File: src/rtl/reg_shift_pkg.sv
// Shared definitions for the iterative shift unit.
// Op codes, FSM state encoding, default data width and a decode helper.
// Optional feature macro: SHIFT_ROTATE_EN (ROL/ROR decode as rotates when defined,
// as NOP otherwise).
package reg_shift_pkg;

    localparam int unsigned WIDTH_DEF = 32;
    localparam int unsigned OP_W      = 3;

    localparam logic [OP_W-1:0] OP_NOP  = 3'b000;
    localparam logic [OP_W-1:0] OP_LOAD = 3'b001;
    localparam logic [OP_W-1:0] OP_SLL  = 3'b010;
    localparam logic [OP_W-1:0] OP_SRL  = 3'b011;
    localparam logic [OP_W-1:0] OP_SRA  = 3'b100;
    localparam logic [OP_W-1:0] OP_ROL  = 3'b101;
    localparam logic [OP_W-1:0] OP_ROR  = 3'b110;

    typedef enum logic [1:0] {
        S_IDLE  = 2'd0,
        S_SHIFT = 2'd1,
        S_DONE  = 2'd2
    } state_e;

    // True for ops that iterate in SHIFT; rotates only count when built in.
    function automatic logic is_shift_op(input logic [OP_W-1:0] op);
        logic r;
        r = 1'b0;
        case (op)
            OP_SLL, OP_SRL, OP_SRA: r = 1'b1;
`ifdef SHIFT_ROTATE_EN
            OP_ROL, OP_ROR:         r = 1'b1;
`endif
            default:                r = 1'b0;
        endcase
        return r;
    endfunction

endpackage

File: src/rtl/reg_shift_step.sv
// Combinational single-bit shift of the held data word.
// Ports: op (operation code), data (current value), shifted_c (value after one step).
// Optional feature macro: SHIFT_ROTATE_EN (adds ROL/ROR paths; otherwise they pass data through).
module reg_shift_step
    import reg_shift_pkg::*;
#(
    parameter int unsigned WIDTH = WIDTH_DEF
) (
    input  logic [OP_W-1:0]  op,
    input  logic [WIDTH-1:0] data,
    output logic [WIDTH-1:0] shifted_c
);

    // One-bit step per op; unknown/non-shift ops leave the data unchanged.
    always_comb begin
        shifted_c = data;
        case (op)
            OP_SLL: shifted_c = {data[WIDTH-2:0], 1'b0};
            OP_SRL: shifted_c = {1'b0, data[WIDTH-1:1]};
            OP_SRA: shifted_c = {data[WIDTH-1], data[WIDTH-1:1]};
`ifdef SHIFT_ROTATE_EN
            OP_ROL: shifted_c = {data[WIDTH-2:0], data[WIDTH-1]};
            OP_ROR: shifted_c = {data[0], data[WIDTH-1:1]};
`endif
            default: shifted_c = data;
        endcase
    end

endmodule

File: src/rtl/reg_shift_seq.sv
// Registered iterative shift unit: LOAD captures an operand, shift ops move the held
// value one bit per cycle under a start/busy/done handshake.
// Ports: clk, reset (sync, active-high), start, op, src, amt -> busy, done, out.
// Optional feature macro: SHIFT_ROTATE_EN (enables ROL/ROR; otherwise they act as NOP).
module reg_shift_seq
    import reg_shift_pkg::*;
#(
    parameter int unsigned WIDTH = WIDTH_DEF
) (
    input  logic                      clk,
    input  logic                      reset,
    input  logic                      start,
    input  logic [OP_W-1:0]           op,
    input  logic [WIDTH-1:0]          src,
    input  logic [$clog2(WIDTH)-1:0]  amt,
    output logic                      busy,
    output logic                      done,
    output logic [WIDTH-1:0]          out
);

    localparam int unsigned AMT_W = $clog2(WIDTH);

    state_e             state_q, state_d;
    logic [OP_W-1:0]    op_q, op_d;
    logic [AMT_W-1:0]   count_q, count_d;
    logic [WIDTH-1:0]   out_q, out_d;
    logic               busy_q, busy_d;
    logic               done_q, done_d;
    logic [WIDTH-1:0]   step_c;

    reg_shift_step #(.WIDTH(WIDTH)) u_step (
        .op        (op_q),
        .data      (out_q),
        .shifted_c (step_c)
    );

    // Next-state, counter and data-register update.
    always_comb begin
        state_d = state_q;
        op_d    = op_q;
        count_d = count_q;
        out_d   = out_q;
        case (state_q)
            S_IDLE: begin
                if (start) begin
                    op_d    = op;
                    count_d = amt;
                    if (op == OP_LOAD) begin
                        out_d = src;
                    end
                    // Zero-length shifts and non-shift ops complete next cycle.
                    if (is_shift_op(op) && (amt != '0)) begin
                        state_d = S_SHIFT;
                    end else begin
                        state_d = S_DONE;
                    end
                end
            end
            S_SHIFT: begin
                out_d   = step_c;
                count_d = count_q - AMT_W'(1);
                if (count_q == AMT_W'(1)) begin
                    state_d = S_DONE;
                end
            end
            S_DONE: begin
                state_d = S_IDLE;
            end
            default: begin
                state_d = S_IDLE;
            end
        endcase
        // Handshake flags are registered copies of the next-state decode.
        busy_d = (state_d != S_IDLE);
        done_d = (state_d == S_DONE);
    end

    // State register with synchronous reset.
    always_ff @(posedge clk) begin
        if (reset) begin
            state_q <= S_IDLE;
            op_q    <= OP_NOP;
            count_q <= '0;
            out_q   <= '0;
            busy_q  <= 1'b0;
            done_q  <= 1'b0;
        end else begin
            state_q <= state_d;
            op_q    <= op_d;
            count_q <= count_d;
            out_q   <= out_d;
            busy_q  <= busy_d;
            done_q  <= done_d;
        end
    end

    assign busy = busy_q;
    assign done = done_q;
    assign out  = out_q;

endmodule

File: config.mk
export PLATFORM = sky130hd
export DESIGN_NAME = reg_shift_seq
export DESIGN_NICKNAME = d
export VERILOG_FILES = /design/src/rtl/reg_shift_pkg.sv /design/src/rtl/reg_shift_step.sv /design/src/rtl/reg_shift_seq.sv
export SDC_FILE = /design/constraint.sdc
export NUM_CORES = 1
export LEC_CHECK = 0
export ABC_AREA = 1
export BUFFER_PORTS_ARGS = -buffer_cell sky130_fd_sc_hd__buf_2
export CORE_MARGIN = 5
export CORE_UTILIZATION = 40
export CTS_BUF_LIST = sky130_fd_sc_hd__clkbuf_2 sky130_fd_sc_hd__clkbuf_4 sky130_fd_sc_hd__clkbuf_8
export DETAILED_ROUTE_END_ITERATION = 8
export MAX_ROUTING_LAYER = met4
export PLACE_DENSITY = 0.66
export SETUP_SLACK_MARGIN = 0.05
export SYNTH_ARGS = -nofsm -noshare
export SYNTH_HDL_FRONTEND = slang
export SYNTH_SLANG_ARGS = --single-unit
File: constraint.sdc
create_clock -name clk -period 4 [get_ports clk]
set_input_delay 0.4 -clock clk [delete_from_list [all_inputs] [get_ports clk]]
set_output_delay 0.4 -clock clk [all_outputs]
set_load 0.02 [all_outputs]
==> results.sh, run 1 <==
export IMPL_worst_hold_path_type="input pin to flop"
export IMPL_place_port_buffers=76
export IMPL_post_synth_num_cell_types=21
export IMPL_mappedNetlistArea_um2=2850
export IMPL_fillers=770
export IMPL_antenna_cells_inserted=0
export IMPL_synth_area_top_cells="sky130_fd_sc_hd__dfxtp_1, sky130_fd_sc_hd__nand2_1, sky130_fd_sc_hd__nor2_1, sky130_fd_sc_hd__nand3_1, sky130_fd_sc_hd__inv_1"
export IMPL_timing_critical_path_required_ps=4200
export IMPL_postSynthNetCount=556
export IMPL_design_die_area_um2=8920
export IMPL_power_leakage_nw=1.96
export IMPL_cts_path_max_buffers=2
export IMPL_first_global_vias=3133
export IMPL_starting_density_pct=41.5
export IMPL_p_seq_share_pct=42.4
export IMPL_gp_congestion=0.822
export IMPL_synth_largest_area_cell="sky130_fd_sc_hd__dfxtp_1"
export IMPL_rsz_0062_raised_after_global_routing="false"
export IMPL_power_density_cell_area_nw_per_um2=366
export IMPL_detailedRoute_firstIterationViolations=259
export IMPL_antenna_found_initial=0
export IMPL_drive_gt1_share_pct=16.5
export IMPL_maxCapViolCount=0
export IMPL_numCtsBuffers=5
export IMPL_cp_arrival_ps=2560
export IMPL_slew_headroom_pct=16.3
export IMPL_setup_violations=0
export IMPL_ioPinCount=77
export IMPL_fp_dieW_um=94.5
export IMPL_length_of_the_first_detailed_routing_pass_in_iterations=5
export IMPL_clock_sinks=44
export IMPL_globalRoute_totalOverflow=0
export IMPL_synth_seq_area_share_pct=30.9
export IMPL_sw_frac_of_total_pct=36.9
export IMPL_clock_skew_final_ps=4.48
export IMPL_outcome="finished, final reports clean"
export IMPL_die_height_um=94.5
export IMPL_post_route_cell_area_um2=3340
export IMPL_yosys_warnings=0
export IMPL_cts_root_buf="sky130_fd_sc_hd__clkbuf_8"
export IMPL_worst_setup_hold_path_clk_slew_ps=90
export IMPL_cts_tree="built"
export IMPL_dp_hpwl_um=5420
export IMPL_hold_violations=0
export IMPL_internal_power_mw=0.771
export IMPL_critPathMaxFanout=44
export IMPL_flow_area_growth_from_synthesis_pct=16.9
export IMPL_comb_power_share_pct=31.7
export IMPL_cts_max_level=2
export IMPL_cts_repair_resized=0
export IMPL_element_type_at_the_critical_path_end="flop"
export IMPL_drtAntennaViolNets=0
export IMPL_multiInputGateArea_um2=1650
export IMPL_grtUsageTotal_pct=19.7
export IMPL_cp_class="flop to flop"
export IMPL_fmaxAchievable_mhz=423
export IMPL_post_route_worst_setup_slack_ps=1640
export IMPL_core_rowCount=30
export IMPL_post_synth_inst_count=511
export IMPL_via_count=3242
export IMPL_global_route_wire_length_before_repair_um=14000
export IMPL_worst_hold_slack_ps=364
export IMPL_core_area_um2=6870
export IMPL_totalNegativeSetupSlack_ps=0
export IMPL_grt_start_max_net_pins=45
export IMPL_number_of_setup_buffers_added_after_cts=0
export IMPL_fin_nets=614
export IMPL_yosysTopAreaCellShare_pct=30.9
export IMPL_routed_wl_um=8160
export IMPL_post_cts_hold_fix_bufs=0
export IMPL_dpl_cell_area_um2=3240
export IMPL_switching_power_mw=0.450
export IMPL_synth_avg_cell_area_um2=5.58
export IMPL_pwr_share_clk_pct=25.8
export IMPL_detail_route_vias_per_cell=4.87
export IMPL_tightestPinTransition_ps=1250
export IMPL_clk_insertion_delay_late_ps=300
export IMPL_seq_area_um2=881
export IMPL_ys_ff_latch=44
export IMPL_most_common_layout_cells="sky130_fd_sc_hd__nand2_1, sky130_fd_sc_hd__nor2_1, sky130_fd_sc_hd__buf_2, sky130_fd_sc_hd__nand3_1"
export IMPL_irDropWorstVdd_v=0.000153
export IMPL_fin_crit_ps=2360
export IMPL_post_place_ws_ps=1670
export IMPL_drcViolationCount=0
export IMPL_final_max_slew_violation_count=0
export IMPL_worst_setup_path_start_kind="flop"
export IMPL_route_detailed_wl_per_inst_um=12.2
export IMPL_period_share_pct=59.1
export IMPL_layout_commonest_cell="sky130_fd_sc_hd__nand2_1"
[registers in the layout (all words and copies together) (netlist names)]
signal	flops
count_q	5
op_q	3
busy	1
done	1
out	32
state_q	2
[cell type report]
type / count / share of cell area [%]
Sequential cell: 44 / 26.4
Inverter: 47 / 5.29
Clock buffer: 8 / 2.93
Timing Repair Buffer: 80 / 12.3
Multi-Input combinational cell: 391 / 49.5
Tap cell: 96 / 3.60
[cells in the mapped netlist, drive strengths merged]
cell type,instances
a21oi,10
nand2,156
nand4,2
nand3,72
nor2,135
o211ai,2
clkinv,1
o21ai,11
ha,2
clkbuf,12
inv,46
buf,17
dfxtp,44
xor2,1
[stage by stage]
| step | util, % | total power, mW | instances |
|---|---|---|---|
| finish | 48.6 | 1.22 | 666 |
| global route | 48.6 | 1.31 | 666 |
| CTS | 48.6 | 1.23 | 666 |
| detailed placement | 47.1 | 0.914 | 658 |
| global placement | 47.1 | 0.910 | 658 |
| floorplan | - | 0.808 | 511 |
[worst max-delay path, stage by stage (launching register included)]
cell	delay (ps)
sky130_fd_sc_hd__dfxtp_1	410
sky130_fd_sc_hd__inv_2	60
sky130_fd_sc_hd__nor2_4	70
sky130_fd_sc_hd__buf_4	400
sky130_fd_sc_hd__inv_2	380
sky130_fd_sc_hd__o21ai_2	340
sky130_fd_sc_hd__buf_4	330
sky130_fd_sc_hd__nand3_1	110
sky130_fd_sc_hd__nor2_1	110
sky130_fd_sc_hd__nor2_1	40
[per-layer routing]
| layer | GRT usage (%) | routed length (um) | vias to the layer above |
|---|---|---|---|
| li1 | - | - | 1678 |
| met1 | 24.5 | 3830 | 1441 |
| met2 | 33.1 | 3740 | 114 |
| met3 | 3.59 | 521 | 9 |
| met4 | 4.81 | 73 | 0 |
| met5 | - | 0 | - |
[power groups by stage]
stage               clock network, mW  logic [mW]  registers, mW
global route                    0.340       0.444          0.525
global placement                    0       0.382          0.528
finish                          0.316       0.388          0.518
CTS                             0.325       0.388          0.518
floorplan                           0       0.244          0.564
detailed placement                  0       0.386          0.528
[path summary, 6_finish.rpt]
kind / endpoint / slack, ps / depth (start not counted) / start
setup reg to reg: out[12] / 1640 / 9 / state_q[0]
setup / recovery: out[12] / 1640 / 9 / state_q[0]
hold / removal: op_q[0] / 360 / 3 / op[0]
hold reg to reg: count_q[1] / 470 / 2 / count_q[1]
[kinds of logic (layout without fill, tap and decap cells)]
family | count (synthesis) | after routing | synth area share (%)
buffers and inverters | 76 | 135 | 11.3
adders and majority gates | 2 | 2 | 0.877
xor gates and xnor gates | 1 | 1 | 0.307
DFF | 44 | 44 | 30.9
and+or+nand+nor | 365 | 365 | 52.3
AOI/OAI and AO/OA | 23 | 23 | 4.34
Note: power is estimated with default switching activity, not from simulation.
==> inputs of run 2 (changes only) <==
Settings changed: PLACE_DENSITY 0.66 to 0.68.
Clock period 4 ns to 1.9 ns, I/O delays scaled along.
==> results.sh, run 2 (synthesis results as in run 1) <==
export IMPL_outcome="finished, final reports clean"
export IMPL_core_rowCount=30
export IMPL_cts_root_buf="sky130_fd_sc_hd__clkbuf_8"
export IMPL_global_route_wire_length_before_repair_um=13700
export IMPL_gp_congestion=0.846
export IMPL_most_common_layout_cells="sky130_fd_sc_hd__nand2_1, sky130_fd_sc_hd__nor2_1, sky130_fd_sc_hd__buf_2, sky130_fd_sc_hd__nand3_1"
export IMPL_fin_nets=625
export IMPL_flow_area_growth_from_synthesis_pct=20.4
export IMPL_ioPinCount=77
export IMPL_place_detailed_instances=668
export IMPL_slew_headroom_pct=69.1
export IMPL_first_global_vias=3038
export IMPL_fillers=776
export IMPL_fin_crit_ps=1700
export IMPL_critical_path_reg2reg_startpoint="state_q[0]"
export IMPL_length_of_the_first_detailed_routing_pass_in_iterations=4
export IMPL_cp_class="flop to flop"
export IMPL_core_area_um2=6870
export IMPL_critPathMaxFanout=17
export IMPL_cts_max_level=2
export IMPL_irDropWorstVdd_v=0.000286
export IMPL_final_max_slew_violation_count=0
export IMPL_route_detailed_wl_per_inst_um=12.1
export IMPL_detailedRoute_firstIterationViolations=180
export IMPL_antenna_cells_inserted=0
export IMPL_worst_setup_hold_path_clk_slew_ps=80
export IMPL_post_layout_power_mw=2.58
export IMPL_drive_gt1_share_pct=18.1
export IMPL_clock_skew_final_ps=8.50
export IMPL_totalNegativeSetupSlack_ps=0
export IMPL_worst_hold_path_type="input pin to flop"
export IMPL_place_port_buffers=76
export IMPL_fp_dieW_um=94.5
export IMPL_cts_path_max_buffers=2
export IMPL_maxCapViolCount=0
export IMPL_element_type_at_the_critical_path_end="flop"
export IMPL_grtUsageTotal_pct=19.1
export IMPL_period_share_pct=89.7
export IMPL_holdPathStages=3
export IMPL_design_die_area_um2=8920
export IMPL_reg2reg_setup_slack_ps=200
export IMPL_worst_setup_path_start_kind="flop"
export IMPL_power_leakage_nw=2.01
export IMPL_via_count=3306
export IMPL_cts_tree="built"
export IMPL_worstReg2RegEnd="out[3]"
export IMPL_timing_hold_worst_start="op[0]"
export IMPL_fmaxAchievable_mhz=587
export IMPL_die_height_um=94.5
export IMPL_clock_sinks=44
export IMPL_setup_violations=0
export IMPL_hold_violations=0
export IMPL_numCtsBuffers=5
export IMPL_number_of_standard_cells_in_the_layout_taps_in_and_fillers_out=677
export IMPL_timing_reg2reg_worst_path_depth=8
export IMPL_cp_arrival_ps=1900
export IMPL_routed_wl_um=8180
export IMPL_dp_hpwl_um=5640
export IMPL_antenna_found_initial=0
export IMPL_post_route_cell_area_um2=3430
export IMPL_clk_insertion_delay_late_ps=300
export IMPL_worstHoldEndpoint="op_q[0]"
export IMPL_drtAntennaViolNets=0
export IMPL_timing_critical_path_required_ps=2100
export IMPL_power_density_cell_area_nw_per_um2=753
export IMPL_globalRoute_totalOverflow=0
export IMPL_starting_density_pct=41.5
export IMPL_largest_register_ffs=32
export IMPL_grt_start_max_net_pins=33
export IMPL_tightestPinTransition_ps=462
export IMPL_rsz_0062_raised_after_global_routing="true"
export IMPL_drcViolationCount=0
export IMPL_detail_route_vias_per_cell=4.88
export IMPL_dpl_cell_area_um2=3330
export IMPL_layout_commonest_cell="sky130_fd_sc_hd__nand2_1"
run 2: cell count changes in the layout (fill, tap and decap cells not counted):
cell	change
sky130_fd_sc_hd__buf_4	+9
sky130_fd_sc_hd__buf_12	+1
sky130_fd_sc_hd__nand3_2	+1
run 2: critical path, cell delays in order (launching register included):
cell and delay [ps]:
sky130_fd_sc_hd__dfxtp_1 400, sky130_fd_sc_hd__inv_2 60, sky130_fd_sc_hd__nor2_4 110, sky130_fd_sc_hd__buf_4 220
sky130_fd_sc_hd__nand3_1 240, sky130_fd_sc_hd__nand3_2 360, sky130_fd_sc_hd__nand2_1 90, sky130_fd_sc_hd__nand2_1 70
sky130_fd_sc_hd__nor2_1 40
run 2: layer usage:
layer  part of all wire (%)  track usage (%)  vias to the layer above  wire length, um
li1                       -                -                     1715                -
met4                   0.98             4.81                        0               80
met5                      0                -                        -                0
met3                    7.4             3.03                       10              607
met2                     46             31.1                      105             3720
met1                     46             25.0                     1476             3770
run 2: report_power, final:
group          leakage (nW)  switching [mW]  internal (mW)
logic                  1.60           0.540          0.300
registers             0.362          0.0781           1.02
clock network        0.0523           0.326          0.326
run 2: worst max-delay path by stage:
| stage | start | endpoint | slack [ps] | depth (start not counted) |
|---|---|---|---|---|
| 2_1_floorplan | state_q[0] | out[0] | 660 | 8 |
| 3_3_place_gp | state_q[0] | out[14] | 340 | 8 |
| 3_5_place_dp | state_q[0] | out[0] | 230 | 8 |
| 4_1_cts | state_q[0] | out[0] | 230 | 8 |
| 5_1_grt | state_q[0] | out[5] | 10 | 8 |
| 6_report | state_q[0] | out[3] | 200 | 8 |
run 2: layout make-up:
type                       count  area [um^2]  area share (%)
inverter                      47          176            5.14
sequential                    44          881            25.7
tap                           96          120            3.50
clock buffer                   8         97.6            2.84
timing repair buffer          90          498            14.5
multi-input combinational    392         1660            48.4
run 2: per-stage QoR:
stage	setup slack (ps)	hold WS [ps]	util [%]
floorplan	660	335	-
global placement	335	458	48.4
detailed placement	229	457	48.4
CTS	226	156	49.8
global route	13.0	174	50.0
finish	195	160	50.0
run 2: timing repair:
| item | in CTS | in global routing |
|---|---|---|
| hold buffers | 0 | 0 |
| gates resized for setup | 0 | 0 |
| setup buffers | 0 | 0 |
| endpoints found under the setup margin | 0 | 3 |
